[config.mk]
export PLATFORM = sky130hd
export DESIGN_NAME = pe_result_writeback
export DESIGN_NICKNAME = d
export VERILOG_FILES = /design/src/rtl/pe_mem_pkg.sv /design/src/rtl/wb_fifo2.sv /design/src/rtl/pe_result_writeback.sv
export SDC_FILE = /design/constraint.sdc
export NUM_CORES = 1
export LEC_CHECK = 0
export CORE_MARGIN = 8
export CORE_UTILIZATION = 50
export CTS_BUF_LIST = sky130_fd_sc_hd__clkbuf_16
export DETAILED_ROUTE_END_ITERATION = 8
export GPL_TIMING_DRIVEN = 0
export PLACE_DENSITY = 0.76
export SYNTH_ARGS = -nofsm -noshare
export SYNTH_HDL_FRONTEND = slang
export SYNTH_SLANG_ARGS = --single-unit
[constraint.sdc]
create_clock -name clk -period 10.6 [get_ports clk]
set_clock_uncertainty 0.15 [all_clocks]
set_input_delay 3.18 -clock clk [delete_from_list [all_inputs] [get_ports clk]]
set_output_delay 3.18 -clock clk [all_outputs]
set_load 0.02 [all_outputs]
[src/rtl/pe_mem_pkg.sv]
// Shared definitions for the PE-array write-back path.
//
// Contents:
//   SIZE, DATA_W, ACC_W, ADDR_W : default frame / width constants
//   state_t                     : write-back controller states
//   sat_t                       : result of the ReLU + clamp transform
//   sat_result()                : ReLU + signed saturation to data_w bits
//
// sat_result works on 64-bit signed containers so that one function serves
// any instance width with ACC_W <= 64. The caller keeps the low data_w bits
// of the returned value.
package pe_mem_pkg;

    localparam int SIZE   = 224;
    localparam int DATA_W = 32;
    localparam int ACC_W  = 48;
    localparam int ADDR_W = 16;

    typedef enum logic [1:0] {
        ST_IDLE  = 2'd0,
        ST_RUN   = 2'd1,
        ST_DRAIN = 2'd2,
        ST_DONE  = 2'd3
    } state_t;

    typedef struct packed {
        logic               clamped;
        logic signed [63:0] value;
    } sat_t;

    // ReLU first (a ReLU zero is not a clamp), then clamp to the signed
    // range of data_w bits.
    function automatic sat_t sat_result(input logic signed [63:0] value,
                                        input logic               relu,
                                        input int                 data_w);
        sat_t               r;
        logic signed [63:0] max_v;
        logic signed [63:0] min_v;
        max_v     = (64'sd1 <<< (data_w - 1)) - 64'sd1;
        min_v     = -(64'sd1 <<< (data_w - 1));
        r.clamped = 1'b0;
        r.value   = value;
        if (relu && (value < 64'sd0)) begin
            r.value = 64'sd0;
        end else if (value > max_v) begin
            r.value   = max_v;
            r.clamped = 1'b1;
        end else if (value < min_v) begin
            r.value   = min_v;
            r.clamped = 1'b1;
        end
        return r;
    endfunction

endpackage

[src/rtl/wb_fifo2.sv]
// Two-entry synchronous FIFO of {addr, data} pairs.
//
// Ports:
//   clk, rst               : clock, synchronous active-high flush
//   push, push_addr/data   : write one entry (ignored when full unless a
//                            pop happens in the same cycle)
//   pop                    : remove the head entry (ignored when empty)
//   count                  : number of valid entries (0..2)
//   head_addr, head_data   : oldest entry, valid when count != 0
module wb_fifo2 #(
    parameter int AW = 16,
    parameter int DW = 32
) (
    input  logic          clk,
    input  logic          rst,
    input  logic          push,
    input  logic [AW-1:0] push_addr,
    input  logic [DW-1:0] push_data,
    input  logic          pop,
    output logic [1:0]    count,
    output logic [AW-1:0] head_addr,
    output logic [DW-1:0] head_data
);

    localparam int EW = AW + DW;

    logic [EW-1:0] entry_reg [2];
    logic          wr_ptr_reg;
    logic          rd_ptr_reg;
    logic [1:0]    count_reg;
    logic          push_eff;
    logic          pop_eff;

    assign pop_eff  = pop && (count_reg != 2'd0);
    // A simultaneous pop frees a slot, so a full FIFO may still take a push.
    assign push_eff = push && ((count_reg != 2'd2) || pop_eff);

    always_ff @(posedge clk) begin
        if (rst) begin
            entry_reg[0] <= '0;
            entry_reg[1] <= '0;
            wr_ptr_reg   <= 1'b0;
            rd_ptr_reg   <= 1'b0;
            count_reg    <= 2'd0;
        end else begin
            if (push_eff) begin
                entry_reg[wr_ptr_reg] <= {push_addr, push_data};
                wr_ptr_reg            <= ~wr_ptr_reg;
            end
            if (pop_eff) begin
                rd_ptr_reg <= ~rd_ptr_reg;
            end
            case ({push_eff, pop_eff})
                2'b10:   count_reg <= count_reg + 2'd1;
                2'b01:   count_reg <= count_reg - 2'd1;
                default: count_reg <= count_reg;
            endcase
        end
    end

    assign count                  = count_reg;
    assign {head_addr, head_data} = entry_reg[rd_ptr_reg];

endmodule

[src/rtl/pe_result_writeback.sv]
// Write-back end of the PE-array -> main-memory path.
//
// Accepts one accumulated result per output pixel in raster order, applies
// optional ReLU and saturation to DATA_W, and writes it to memory at
// base_addr + pixel_index (wrapping modulo 2^ADDR_W). A two-entry FIFO
// absorbs memory back-pressure; done pulses once the last word of the
// SIZE x SIZE frame has been accepted by memory.
//
// Ports:
//   clk, rst              : clock, synchronous active-high reset
//   start                 : frame start pulse (honoured only when idle)
//   base_addr, relu_en    : frame settings, captured on accepted start
//   res_valid/ready/data  : PE result stream (ready is register-driven)
//   mem_we/ready/addr/wdata : memory write request stream
//   busy                  : frame in progress (RUN, DRAIN, DONE)
//   done                  : one-cycle pulse after the final write
//   sat_count             : clamped results this frame, sticky at 16'hFFFF
module pe_result_writeback #(
    parameter int SIZE   = pe_mem_pkg::SIZE,
    parameter int DATA_W = pe_mem_pkg::DATA_W,
    parameter int ACC_W  = pe_mem_pkg::ACC_W,
    parameter int ADDR_W = pe_mem_pkg::ADDR_W
) (
    input  logic                    clk,
    input  logic                    rst,
    input  logic                    start,
    input  logic [ADDR_W-1:0]       base_addr,
    input  logic                    relu_en,
    input  logic                    res_valid,
    output logic                    res_ready,
    input  logic signed [ACC_W-1:0] res_data,
    output logic                    mem_we,
    input  logic                    mem_ready,
    output logic [ADDR_W-1:0]       mem_addr,
    output logic [DATA_W-1:0]       mem_wdata,
    output logic                    busy,
    output logic                    done,
    output logic [15:0]             sat_count
);

    import pe_mem_pkg::*;

    localparam logic [ADDR_W-1:0] LAST_P = ADDR_W'(SIZE * SIZE - 1);

    state_t              state_reg;
    state_t              state_next;
    logic [ADDR_W-1:0]   base_reg;
    logic [ADDR_W-1:0]   p_reg;
    logic                relu_reg;
    logic [15:0]         sat_count_reg;

    logic                accept;
    logic                pop;
    logic [1:0]          fifo_count;
    logic [ADDR_W-1:0]   head_addr;
    logic [DATA_W-1:0]   head_data;
    logic [ADDR_W-1:0]   push_addr;
    logic [DATA_W-1:0]   push_data;
    logic signed [63:0]  res_ext;
    sat_t                sat;
    logic                unused_sat_hi;

    assign accept = res_valid && res_ready;
    assign pop    = mem_we && mem_ready;

    // Transform of the incoming result
    assign res_ext   = 64'(res_data);
    assign sat       = sat_result(res_ext, relu_reg, DATA_W);
    assign push_data = sat.value[DATA_W-1:0];
    // Upper bits are sign extension of an in-range value.
    assign unused_sat_hi = ^sat.value[63:DATA_W];
    assign push_addr = base_reg + p_reg;

    wb_fifo2 #(
        .AW (ADDR_W),
        .DW (DATA_W)
    ) u_fifo (
        .clk       (clk),
        .rst       (rst),
        .push      (accept),
        .push_addr (push_addr),
        .push_data (push_data),
        .pop       (pop),
        .count     (fifo_count),
        .head_addr (head_addr),
        .head_data (head_data)
    );

    // State register
    always_ff @(posedge clk) begin
        if (rst) begin
            state_reg <= ST_IDLE;
        end else begin
            state_reg <= state_next;
        end
    end

    // Next-state logic
    always_comb begin
        state_next = state_reg;
        case (state_reg)
            ST_IDLE: begin
                if (start) begin
                    state_next = ST_RUN;
                end
            end
            ST_RUN: begin
                if (accept && (p_reg == LAST_P)) begin
                    state_next = ST_DRAIN;
                end
            end
            ST_DRAIN: begin
                // Leave as soon as the last entry is being handshaken so
                // done follows the final write by exactly one cycle.
                if ((fifo_count == 2'd0) || ((fifo_count == 2'd1) && pop)) begin
                    state_next = ST_DONE;
                end
            end
            ST_DONE: begin
                state_next = ST_IDLE;
            end
            default: begin
                state_next = ST_IDLE;
            end
        endcase
    end

    // Output logic: everything here derives from registers only.
    always_comb begin
        res_ready = (state_reg == ST_RUN) && (fifo_count != 2'd2);
        busy      = (state_reg != ST_IDLE);
        done      = (state_reg == ST_DONE);
    end

    // Frame settings, pixel counter and saturation counter
    always_ff @(posedge clk) begin
        if (rst) begin
            base_reg      <= '0;
            p_reg         <= '0;
            relu_reg      <= 1'b0;
            sat_count_reg <= 16'd0;
        end else if ((state_reg == ST_IDLE) && start) begin
            base_reg      <= base_addr;
            relu_reg      <= relu_en;
            p_reg         <= '0;
            sat_count_reg <= 16'd0;
        end else if (accept) begin
            p_reg <= p_reg + 1'b1;
            if (sat.clamped && (sat_count_reg != 16'hFFFF)) begin
                sat_count_reg <= sat_count_reg + 16'd1;
            end
        end
    end

    // An empty FIFO presents zeros rather than stale entries.
    assign mem_we    = (fifo_count != 2'd0);
    assign mem_addr  = mem_we ? head_addr : '0;
    assign mem_wdata = mem_we ? head_data : '0;
    assign sat_count = sat_count_reg;

endmodule

* Word-level counts from Yosys, hierarchy flattened *
Memory sizes are Yosys's and may differ from the RTL's. A register that Yosys moved wholly into a read port is not among the register bits.
Cells that the tools add are included.

cells by class
  add/subtract/negate cells = 5
  order comparisons = 3
  eq/ne operators = 12
  multiplexer cells = 21
  bitwise operators = 2
  reductions and logical operators = 21

operators by type and width
  cell                                                                               count
  65-bit 2-to-1 mux                                                                  2
  32-bit 2-to-1 mux                                                                  2
  48-bit by 32-bit greater-than comparator with 1-bit output, second input constant  1
  48-bit by 1-bit less-than comparator with 1-bit output, second input constant      1
  48-bit by 32-bit less-than comparator with 1-bit output, second input constant     1
  48-bit 2-to-1 mux                                                                  1
  48-bit OR reduction                                                                1
  16-bit by 1-bit adder with 16-bit output, second input constant                    2
  16-bit adder                                                                       1
  16-bit equality test, second input constant                                        1
  16-bit 2-to-1 mux                                                                  1
  16-bit inequality test, second input constant                                      1
  1-bit logical AND                                                                  10
  1-bit 2-to-1 mux                                                                   10
  2-bit inequality test, second input constant                                       4
  2-bit one-hot mux with 4 select lines                                              1
  2-bit by 1-bit equality test with 1-bit output, second input constant              3
  2-bit equality test, second input constant                                         3
  2-bit 2-to-1 mux                                                                   3
  2-bit nonzero test                                                                 3
  2-bit zero test                                                                    2
  2-bit one-hot mux with 2 select lines                                              1
  3-bit AND reduction                                                                1
  2-bit by 1-bit adder with 2-bit output, second input constant                      1
  other kinds (5)                                                                    7

storage, ports and cells
  bits in registers = 55
  RAM bits = 96
  output and inout port bits = 68
  memories kept = 1

memories
  memory            words  bits a word  read ports  clocked after Yosys merged registers in  wr ports  RTL line        text
  u_fifo.entry_reg  2      48           1           1                                        2         wb_fifo2.sv:27  logic [EW-1:0] entry_reg [2];

* Depth between registers and ports, before layout *
Gate-level depths: netlist of run 1.

  depth after elaboration = 10
  depth in mapped cells = 9
  mapped depth without buffers = 8

* Hierarchy *
From an unflattened synthesis of run 1, not the netlist that was laid out.

second synthesis, totals
  cells, all modules = 780
  area, all modules = 8045.2 um^2

modules (own cells, without submodules)
  module               instances  cells each  area an instance (um^2)  seq. area each (um^2)
  wb_fifo2             1          280         4408.0                   2982.9
  pe_result_writeback  1          500         3637.2                   1021.0

* Worst setup path after synthesis of run 1 *
Ideal clock, no wire load.

  path type = input to register
  start point = input res_valid
  end point = memory u_fifo.entry_reg[0][0] (netlist bit) (enable)
  setup time = 0.520 ns
  arrival time = 6.838 ns
  required time = 9.930 ns
  setup slack = 3.092 ns
  stages on the path = 3
  path through = and3b_2 -> inv_2 -> o21ai_0

RTL lines
  what             RTL line                   text
  start, declared  pe_result_writeback.sv:29  input logic res_valid,
  end, declared    wb_fifo2.sv:27

* Worst setup path in the final report of run 1 *
  start point = register u_fifo.count_reg[0], in the netlist u_fifo.count[0]
  end point = output mem_wdata[11]

on the way
  cells in the longest elaborated chain, start to end = 2

RTL lines
  what                    RTL line                    text
  start, declared         wb_fifo2.sv:30              logic [1:0] count_reg;
  start signal, assigned  wb_fifo2.sv:54              2'b10: count_reg <= count_reg + 2'd1;
  start signal, assigned  wb_fifo2.sv:55              2'b01: count_reg <= count_reg - 2'd1;
  start signal, assigned  wb_fifo2.sv:56              default: count_reg <= count_reg;
  2-bit nonzero test      pe_result_writeback.sv:156  assign mem_we = (fifo_count != 2'd0);
  32-bit 2-to-1 mux       pe_result_writeback.sv:158  assign mem_wdata = mem_we ? head_data : '0;
  end, declared           pe_result_writeback.sv:35   output logic [DATA_W-1:0] mem_wdata,

Every way passes these cells.

==> flow_summary.html, run 1 <==
<table>
<tr><th>Metric</th><th>Value</th></tr>
<tr><th colspan="2">Placed design</th></tr>
<tr><td>Buffers on Ports</td><td>137</td></tr>
<tr><td>Half-perimeter wire length after placement</td><td>14200 um</td></tr>
<tr><td>Placer Congestion</td><td>0.888</td></tr>
<tr><th colspan="2">Drt</th></tr>
<tr><td>Vias after detailed routing</td><td>6352</td></tr>
<tr><td>WL/cell</td><td>17.1 um</td></tr>
<tr><td>Number of nets with antenna violations after detailed routing</td><td>0</td></tr>
<tr><td>Initial DRC count</td><td>357</td></tr>
<tr><td>Total iterations of the first detailed-routing run</td><td>5</td></tr>
<tr><td>DRC viols</td><td>0</td></tr>
<tr><td>Final WL</td><td>19600 um</td></tr>
<tr><td>Vias/cell</td><td>5.55</td></tr>
<tr><th colspan="2">Synth</th></tr>
<tr><td>Share of the synthesized area in the top cell type</td><td>0.371</td></tr>
<tr><td>Register bit total from synthesis</td><td>152</td></tr>
<tr><td>Number of distinct standard cells referenced by the synthesized netlist</td><td>63</td></tr>
<tr><td>Synth top area cells</td><td>sky130_fd_sc_hd__edfxtp_1 (37%), sky130_fd_sc_hd__dfxtp_1 (14%), sky130_fd_sc_hd__nor2_1 (7.5%)</td></tr>
<tr><td>Mean instance size in the synthesized netlist</td><td>9.90 um2</td></tr>
<tr><td>EDFF count, synth</td><td>96</td></tr>
<tr><td>Warning count from the yosys run</td><td>0</td></tr>
<tr><td>Async SR Flop Fraction</td><td>0</td></tr>
<tr><td>Register area share after synthesis</td><td>0.515</td></tr>
<tr><td>Main flop type after synthesis</td><td>sky130_fd_sc_hd__edfxtp_1</td></tr>
<tr><td>Net Count, Synth</td><td>882</td></tr>
<tr><td>Synthesized instance count</td><td>785</td></tr>
<tr><td>Area of the mapped netlist</td><td>7770 um2</td></tr>
<tr><td>Largest area contributor in the netlist</td><td>sky130_fd_sc_hd__edfxtp_1</td></tr>
<tr><th colspan="2">Die</th></tr>
<tr><td>Initial core utilization</td><td>0.511</td></tr>
<tr><td>Die Wd</td><td>141 um</td></tr>
<tr><td>Overall die area</td><td>19800 um2</td></tr>
<tr><td>Core region area</td><td>15200 um2</td></tr>
<tr><td>Row count</td><td>45</td></tr>
<tr><td># IOs</td><td>138</td></tr>
<tr><td>DIE HEIGHT</td><td>141 um</td></tr>
<tr><th colspan="2">Cells and area</th></tr>
<tr><td>Area of the multi-input gates</td><td>3540 um2</td></tr>
<tr><td>Area taken by flip-flops and latches</td><td>4000 um2</td></tr>
<tr><td>Total of fill cells in the finished design</td><td>1262</td></tr>
<tr><td>Largest register FFs</td><td>96</td></tr>
<tr><td>Layout overhead on the synthesized area</td><td>29.1%</td></tr>
<tr><td>N_diodes</td><td>0</td></tr>
<tr><td>Count of nets after finishing</td><td>1040</td></tr>
<tr><td>Share of layout cells above drive strength 1</td><td>0.0628</td></tr>
<tr><th colspan="2">Global routing</th></tr>
<tr><td>Maximum number of pins on one net before global-route repair</td><td>32</td></tr>
<tr><td>Overflow left after global routing</td><td>0</td></tr>
<tr><td>Vias in the first global route</td><td>6294</td></tr>
<tr><td>Initial antenna violation count</td><td>0</td></tr>
<tr><td>GRT Util Overall</td><td>0.200</td></tr>
<tr><td>Global-route wire length before repair</td><td>31600 um</td></tr>
<tr><th colspan="2">Worst setup path</th></tr>
<tr><td>Cell breakdown of the critical path</td><td>inv_1 &gt; ha_1 &gt; clkbuf_1 &gt; clkbuf_1 &gt; nor2_1 &gt; clkdlybuf4s50_1</td></tr>
<tr><td>Critical path class</td><td>flop to primary output</td></tr>
<tr><td>Critical path startpoint category</td><td>flop</td></tr>
<tr><td>CP most frequent cell</td><td>sky130_fd_sc_hd__clkbuf_1</td></tr>
<tr><td>Number of buffers and inverters on the critical path</td><td>4</td></tr>
<tr><td>Max stage delay cell, worst path</td><td>sky130_fd_sc_hd__clkdlybuf4s50_1</td></tr>
<tr><td>Critical path arrival</td><td>2.61 ns</td></tr>
<tr><td>Family with the most delay on the worst path</td><td>buffers and inverters</td></tr>
<tr><td>Data required time at the worst endpoint</td><td>7.27 ns</td></tr>
<tr><td>Critical path peak fanout</td><td>10</td></tr>
<tr><td>Crit path largest cell delay</td><td>0.55 ns</td></tr>
<tr><td>Origin of the worst setup path</td><td>u_fifo.count[0]</td></tr>
<tr><td>Launch instance of the worst register-to-register path</td><td>state_reg[1]</td></tr>
<tr><td>Capturing element type of the critical path</td><td>primary output</td></tr>
<tr><th colspan="2">Pwr</th></tr>
<tr><td>Pwr per Cell Area</td><td>206 nW/um2</td></tr>
<tr><td>Tot Pwr</td><td>2.07 mW</td></tr>
<tr><td>Max VDD drop</td><td>0.158 mV</td></tr>
<tr><td>Leakage power</td><td>3.75 nW</td></tr>
<tr><th colspan="2">Clock network</th></tr>
<tr><td>CTS Root Cell</td><td>sky130_fd_sc_hd__clkbuf_16</td></tr>
<tr><td>Clock slew at the register clock pins of the worst setup and hold paths</td><td>0.06 ns</td></tr>
<tr><td>Clk sink count</td><td>152</td></tr>
<tr><td>Number of buffers inserted by hold repair at cts</td><td>0</td></tr>
<tr><td>Maximum level of the CTS H-tree</td><td>4</td></tr>
<tr><td>Largest buffer count on any clock path</td><td>2</td></tr>
<tr><td>Worst-Skew Late Latency</td><td>0.42 ns</td></tr>
<tr><td>Number of buffers inserted during clock tree synthesis</td><td>17</td></tr>
<tr><td>Buffers inserted by post-CTS timing repair</td><td>0</td></tr>
<tr><td>Post-cts sizing count</td><td>0</td></tr>
<tr><td>CTS tree</td><td>done</td></tr>
<tr><th colspan="2">STA</th></tr>
<tr><td>Headroom to the max-slew limit</td><td>0.263</td></tr>
<tr><td>Fin crit share</td><td>0.560</td></tr>
<tr><td>Least-Margin Pin Slew</td><td>1.09 ns</td></tr>
<tr><td>Final total negative setup slack</td><td>0 ns</td></tr>
<tr><td>Final setup violation count</td><td>0</td></tr>
<tr><td>Number of hold-slack violations in the final timing report</td><td>0</td></tr>
<tr><td>Unrepaired setup endpoints after global routing</td><td>no</td></tr>
<tr><td>Fmax</td><td>168 MHz</td></tr>
<tr><td>Min Tclk post-route</td><td>5.94 ns</td></tr>
<tr><td>Final count of pins violating max slew</td><td>0</td></tr>
<tr><th colspan="2">Run</th></tr>
<tr><td>Maximum Capacitance Violations</td><td>0</td></tr>
<tr><th colspan="2">Hold path</th></tr>
<tr><td>HP Start</td><td>base_reg[13]</td></tr>
<tr><td>Path class of the lowest-slack min-delay path</td><td>flop to flop</td></tr>
<tr><th colspan="2">Run status</th></tr>
<tr><td>Result of the run</td><td>finished, final reports clean</td></tr>
</table>
-- worst register-to-register path: stages, from the launching register on --
cell and delay, ns:
sky130_fd_sc_hd__dfxtp_1 0.36, sky130_fd_sc_hd__inv_1 0.10, sky130_fd_sc_hd__ha_1 0.24, sky130_fd_sc_hd__and3b_2 0.25, sky130_fd_sc_hd__buf_6 0.15, sky130_fd_sc_hd__nand3_1 0.22
sky130_fd_sc_hd__clkbuf_1 0.44, sky130_fd_sc_hd__nand2_2 0.43, sky130_fd_sc_hd__buf_12 0.32
-- worst paths after layout --
| check | to | slack [ns] | cells after the start |
|---|---|---|---|
| max reg2reg | u_fifo.entry_reg[1][26] | 7.69 | 8 |
| min | base_reg[13] | 0.31 | 2 |
| min reg2reg | base_reg[13] | 0.31 | 2 |
| max | mem_wdata[11] | 4.66 | 6 |
-- per-layer routing --
metal  global-route usage  vias up  routed length, um
met5                    0        -                  0
met4               0.0735        0                405
met3               0.0463       27               1210
met2                0.326      208               9310
met1                0.255     2980               8670
li1                     -     3137                  -
-- cells by family (layout without fill, tap and decap cells) --
group	after synthesis	count (layout)	share of synthesized area
xor+xnor	24	24	0.0271
buf+inv	57	228	0.0311
mux	55	55	0.0709
fa+ha+maj	27	27	0.0445
compound gates	140	140	0.116
simple gates	330	330	0.195
flops	152	152	0.515
-- Yosys cell counts (4+ instances only) --
library cell,n
sky130_fd_sc_hd__buf_2,10
sky130_fd_sc_hd__a31oi_1,5
sky130_fd_sc_hd__ha_1,26
sky130_fd_sc_hd__xor2_1,13
sky130_fd_sc_hd__nand3_1,14
sky130_fd_sc_hd__or3_1,11
sky130_fd_sc_hd__nand2_1,72
sky130_fd_sc_hd__mux2i_1,55
sky130_fd_sc_hd__a21oi_1,76
sky130_fd_sc_hd__xnor2_1,11
sky130_fd_sc_hd__nor3_1,17
sky130_fd_sc_hd__a21o_1,4
sky130_fd_sc_hd__and4_1,8
sky130_fd_sc_hd__o211ai_1,6
sky130_fd_sc_hd__and2_1,8
sky130_fd_sc_hd__and3_1,8
sky130_fd_sc_hd__nor4_1,6
sky130_fd_sc_hd__o21ai_0,12
sky130_fd_sc_hd__nor2_1,155
sky130_fd_sc_hd__nand4_1,11
sky130_fd_sc_hd__dfxtp_1,56
sky130_fd_sc_hd__edfxtp_1,96
sky130_fd_sc_hd__inv_1,16
sky130_fd_sc_hd__nand2b_1,6
sky130_fd_sc_hd__clkbuf_1,25
-- cell type report --
cell class / count / area share
timing repair buffer: 139 / 0.141
clock inverter: 15 / 0.0175
tap: 188 / 0.0235
sequential: 152 / 0.399
inverter: 17 / 0.00636
buffer: 40 / 0.0177
clock buffer: 17 / 0.0424
multi-input combinational: 576 / 0.353
-- power breakdown --
part           leakage [nW]  internal [mW]  total [mW]  switching [mW]
Clock                 0.290          0.370       0.616           0.245
Combinational          2.01          0.293       0.717           0.423
Sequential             1.45          0.705       0.736          0.0318
-- placed cells by master, fill, tap and decap left out, types with 4 or more instances in the layout --
master and count:
sky130_fd_sc_hd__or3_1 11, sky130_fd_sc_hd__a21o_1 4, sky130_fd_sc_hd__ha_1 26, sky130_fd_sc_hd__xnor2_1 11, sky130_fd_sc_hd__o21ai_0 11, sky130_fd_sc_hd__and3_1 8, sky130_fd_sc_hd__nor2_1 155, sky130_fd_sc_hd__mux2i_1 55
sky130_fd_sc_hd__o211ai_1 6, sky130_fd_sc_hd__clkdlybuf4s50_1 137, sky130_fd_sc_hd__nand3_1 14, sky130_fd_sc_hd__a31oi_1 5, sky130_fd_sc_hd__buf_2 10, sky130_fd_sc_hd__inv_1 16, sky130_fd_sc_hd__nand2_1 71, sky130_fd_sc_hd__nor4_1 6
sky130_fd_sc_hd__dfxtp_1 56, sky130_fd_sc_hd__clkbuf_16 17, sky130_fd_sc_hd__and2_1 8, sky130_fd_sc_hd__nand2b_1 6, sky130_fd_sc_hd__edfxtp_1 96, sky130_fd_sc_hd__xor2_1 13, sky130_fd_sc_hd__clkinv_4 5, sky130_fd_sc_hd__nand4_1 11
sky130_fd_sc_hd__and4_1 8, sky130_fd_sc_hd__clkbuf_1 25, sky130_fd_sc_hd__nor3_1 17, sky130_fd_sc_hd__a21oi_1 76
-- stage by stage --
| step | utilization | cells | hold slack [ns] | instance area, um2 | setup slack, ns |
|---|---|---|---|---|---|
| after floorplan | - | 785 | 0.291 | 7770 | 3.09 |
| after global placement | 0.617 | 1110 | 0.300 | 9380 | 0.642 |
| after detailed placement | 0.620 | 1112 | 0.304 | 9430 | 4.72 |
| after CTS | 0.660 | 1144 | 0.313 | 10000 | 4.60 |
| after global routing | 0.660 | 1144 | 0.333 | 10000 | 4.45 |
| final | 0.660 | 1144 | 0.314 | 10000 | 4.66 |
Note: power is estimated with default switching activity, not from simulation.
==> run 2: changes to the inputs <==
- CORE_UTILIZATION: 50 -> 48
- PLACE_DENSITY: 0.76 -> 0.77
- clock period: 10.6 -> 5.1 ns (I/O delays scaled with it)
==> flow_summary.html, run 2 (synthesized netlist as in run 1, its figures left out) <==
<table>
<tr><th>Metric</th><th>Value</th></tr>
<tr><th colspan="2">Cells and area</th></tr>
<tr><td>Commonest non-fill, non-tap cell in the layout</td><td>sky130_fd_sc_hd__nor2_1 (unchanged)</td></tr>
<tr><td>Area taken by flip-flops and latches</td><td>4000 um2 (unchanged)</td></tr>
<tr><td>N_diodes</td><td>0 (unchanged)</td></tr>
<tr><td>Layout overhead on the synthesized area</td><td>29.5% (was 29.1%)</td></tr>
<tr><td>Area of the multi-input gates</td><td>3540 um2 (unchanged)</td></tr>
<tr><td>Count of nets after finishing</td><td>1040 (unchanged)</td></tr>
<tr><td>Share of the core filled with cells</td><td>0.636 (was 0.660)</td></tr>
<tr><td>Share of layout cells above drive strength 1</td><td>0.0628 (unchanged)</td></tr>
<tr><td>Most frequent cells in the layout</td><td>sky130_fd_sc_hd__nor2_1 (155), sky130_fd_sc_hd__clkdlybuf4s50_1 (137), sky130_fd_sc_hd__edfxtp_1 (96) (unchanged)</td></tr>
<tr><td>Total of fill cells in the finished design</td><td>1274 (was 1262)</td></tr>
<tr><td>Finished layout cell area</td><td>10100 um2 (was 10000 um2)</td></tr>
<tr><td>Largest register FFs</td><td>96 (unchanged)</td></tr>
<tr><th colspan="2">Die</th></tr>
<tr><td>Initial core utilization</td><td>0.491 (was 0.511)</td></tr>
<tr><td>Overall die area</td><td>20500 um2 (was 19800 um2)</td></tr>
<tr><td>Row count</td><td>46 (was 45)</td></tr>
<tr><td>DIE HEIGHT</td><td>143 um (was 141 um)</td></tr>
<tr><td># IOs</td><td>138 (unchanged)</td></tr>
<tr><td>Core region area</td><td>15800 um2 (was 15200 um2)</td></tr>
<tr><td>Die Wd</td><td>143 um (was 141 um)</td></tr>
<tr><th colspan="2">Worst setup path</th></tr>
<tr><td>Critical path arrival</td><td>2.68 ns (was 2.61 ns)</td></tr>
<tr><td>Capturing element type of the critical path</td><td>primary output (unchanged)</td></tr>
<tr><td>Critical path startpoint category</td><td>flop (unchanged)</td></tr>
<tr><td>Critical path peak fanout</td><td>10 (unchanged)</td></tr>
<tr><td>Cell breakdown of the critical path</td><td>inv_1 &gt; ha_1 &gt; clkbuf_1 &gt; clkbuf_1 &gt; nor2_1 &gt; clkdlybuf4s50_1 (unchanged)</td></tr>
<tr><td>Data required time at the worst endpoint</td><td>3.42 ns (was 7.27 ns)</td></tr>
<tr><td>Critical path class</td><td>flop to primary output (unchanged)</td></tr>
<tr><td>CP most frequent cell</td><td>sky130_fd_sc_hd__clkbuf_1 (unchanged)</td></tr>
<tr><td>Number of cell instances on the worst register-to-register path</td><td>8 (unchanged)</td></tr>
<tr><td>Crit path largest cell delay</td><td>0.56 ns (was 0.55 ns)</td></tr>
<tr><td>Max stage delay cell, worst path</td><td>sky130_fd_sc_hd__clkdlybuf4s50_1 (unchanged)</td></tr>
<tr><th colspan="2">Drt</th></tr>
<tr><td>Total iterations of the first detailed-routing run</td><td>5 (unchanged)</td></tr>
<tr><td>Top routing layer in use</td><td>met4 (unchanged)</td></tr>
<tr><td>Wire length on met1</td><td>8850 um (was 8670 um)</td></tr>
<tr><td>DRC viols</td><td>0 (unchanged)</td></tr>
<tr><td>Met3 routed wirelength</td><td>1050 um (was 1210 um)</td></tr>
<tr><td>WL/cell</td><td>16.5 um (was 17.1 um)</td></tr>
<tr><td>Met2 WL post-DR</td><td>9180 um (was 9310 um)</td></tr>
<tr><td>Final WL</td><td>19300 um (was 19600 um)</td></tr>
<tr><td>Vias/cell</td><td>5.40 (was 5.55)</td></tr>
<tr><td>Number of nets with antenna violations after detailed routing</td><td>0 (unchanged)</td></tr>
<tr><td>Vias after detailed routing</td><td>6325 (was 6352)</td></tr>
<tr><td>Initial DRC count</td><td>334 (was 357)</td></tr>
<tr><th colspan="2">Clock network</th></tr>
<tr><td>CTS tree</td><td>done (unchanged)</td></tr>
<tr><td>Largest buffer count on any clock path</td><td>2 (unchanged)</td></tr>
<tr><td>Post-cts sizing count</td><td>0 (unchanged)</td></tr>
<tr><td>Number of buffers inserted during clock tree synthesis</td><td>17 (unchanged)</td></tr>
<tr><td>Maximum level of the CTS H-tree</td><td>4 (unchanged)</td></tr>
<tr><td>Clk sink count</td><td>152 (unchanged)</td></tr>
<tr><td>Number of buffers inserted by hold repair at cts</td><td>0 (unchanged)</td></tr>
<tr><td>Buffers inserted by post-CTS timing repair</td><td>0 (unchanged)</td></tr>
<tr><td>CTS Root Cell</td><td>sky130_fd_sc_hd__clkbuf_16 (unchanged)</td></tr>
<tr><td>Worst-Skew Late Latency</td><td>0.43 ns (was 0.42 ns)</td></tr>
<tr><td>Clock slew at the register clock pins of the worst setup and hold paths</td><td>0.06 ns (about the same)</td></tr>
<tr><th colspan="2">STA</th></tr>
<tr><td>Fmax</td><td>229 MHz</td></tr>
<tr><td>Headroom to the max-slew limit</td><td>0.399 (was 0.263)</td></tr>
<tr><td>Min Tclk post-route</td><td>4.36 ns</td></tr>
<tr><td>Number of hold-slack violations in the final timing report</td><td>0 (unchanged)</td></tr>
<tr><td>Least-Margin Pin Slew</td><td>0.890 ns (was 1.09 ns)</td></tr>
<tr><td>Fin crit share</td><td>0.856</td></tr>
<tr><td>Final setup violation count</td><td>0 (unchanged)</td></tr>
<tr><td>Final count of pins violating max slew</td><td>0 (unchanged)</td></tr>
<tr><td>Worst hold margin</td><td>0.311 ns (was 0.314 ns)</td></tr>
<tr><td>Unrepaired setup endpoints after global routing</td><td>no (unchanged)</td></tr>
<tr><th colspan="2">Hold path</th></tr>
<tr><td>Cell depth of the worst min-delay path</td><td>2 (unchanged)</td></tr>
<tr><td>Path class of the lowest-slack min-delay path</td><td>flop to flop (unchanged)</td></tr>
<tr><th colspan="2">Global routing</th></tr>
<tr><td>GRT Util Overall</td><td>0.190 (was 0.200)</td></tr>
<tr><td>Initial antenna violation count</td><td>0 (unchanged)</td></tr>
<tr><td>Vias in the first global route</td><td>6173 (was 6294)</td></tr>
<tr><td>Overflow left after global routing</td><td>0 (unchanged)</td></tr>
<tr><td>Maximum number of pins on one net before global-route repair</td><td>39 (was 32)</td></tr>
<tr><td>Global-route wire length before repair</td><td>30600 um (was 31600 um)</td></tr>
<tr><th colspan="2">Placed design</th></tr>
<tr><td>Placer Congestion</td><td>0.872 (was 0.888)</td></tr>
<tr><td>Half-perimeter wire length after placement</td><td>14100 um (was 14200 um)</td></tr>
<tr><td>Placed instance area</td><td>9460 um2 (was 9430 um2)</td></tr>
<tr><td>Buffers on Ports</td><td>137 (unchanged)</td></tr>
<tr><th colspan="2">Pwr</th></tr>
<tr><td>Leakage power</td><td>3.74 nW (was 3.75 nW)</td></tr>
<tr><td>Max VDD drop</td><td>0.282 mV (was 0.158 mV)</td></tr>
<tr><td>Pwr per Cell Area</td><td>426 nW/um2 (was 206 nW/um2)</td></tr>
<tr><th colspan="2">Run</th></tr>
<tr><td>Maximum Capacitance Violations</td><td>0 (unchanged)</td></tr>
<tr><th colspan="2">Run status</th></tr>
<tr><td>Result of the run</td><td>finished, final reports clean (unchanged)</td></tr>
</table>
## run 2: cell types whose count changed in the layout (fill, tap and decap cells not counted), sizes merged
cell / before / now
clkinv: 9 / 7
clkinvlp: 1 / 2
inv: 19 / 20
## run 2: per-layer routing
layer,up-vias,track usage
met3,16,0.0431
met2,158,0.316
met4,0,0.0659
met5,-,0
li1,3127,-
met1,3024,0.237
## run 2: worst max-delay path: cells and delay by family (launching register included)
family / cells / cell delay [ns]
flip-flops: 1 / 0.33
AND/OR/NAND/NOR: 1 / 0.12
adder cells (fa/ha/maj): 1 / 0.28
buffers and inverters: 4 / 1.53
## run 2: cell type report
| class | count | share of cell area |
|---|---|---|
| well taps | 216 | 0.0269 |
| repair buffers | 139 | 0.140 |
| clock buffers | 17 | 0.0423 |
| plain buffers | 40 | 0.0177 |
| inverters | 17 | 0.00634 |
| multi-input cells | 576 | 0.351 |
| clock inverters | 15 | 0.0173 |
| flip-flops and latches | 152 | 0.398 |
## run 2: worst paths after layout
check / slack, ns / startpoint / endpoint
worst max-delay path: 0.74 / u_fifo.count[0] / mem_wdata[19]
worst min-delay path: 0.31 / base_reg[6] / base_reg[6]
worst max register to register: 2.32 / state_reg[1] / u_fifo.entry_reg[1][16]
worst min register to register: 0.31 / base_reg[6] / base_reg[6]
## run 2: where the power goes
group	internal [mW]	switching [mW]
logic	0.610	0.878
clock network	0.770	0.503
registers	1.46	0.0642
## run 2: through the flow
step / instances / power (mW) / setup WS, ns / setup TNS [ns]
2_1_floorplan: 785 / 2.44 / 0.544 / 0
3_3_place_gp: 1138 / 3.02 / -1.12 / -61.33
3_5_place_dp: 1140 / 3.05 / 1.03 / 0
4_1_cts: 1172 / 4.32 / 0.655 / 0
5_1_grt: 1172 / 4.50 / 0.553 / 0
6_report: 1172 / 4.29 / 0.736 / 0
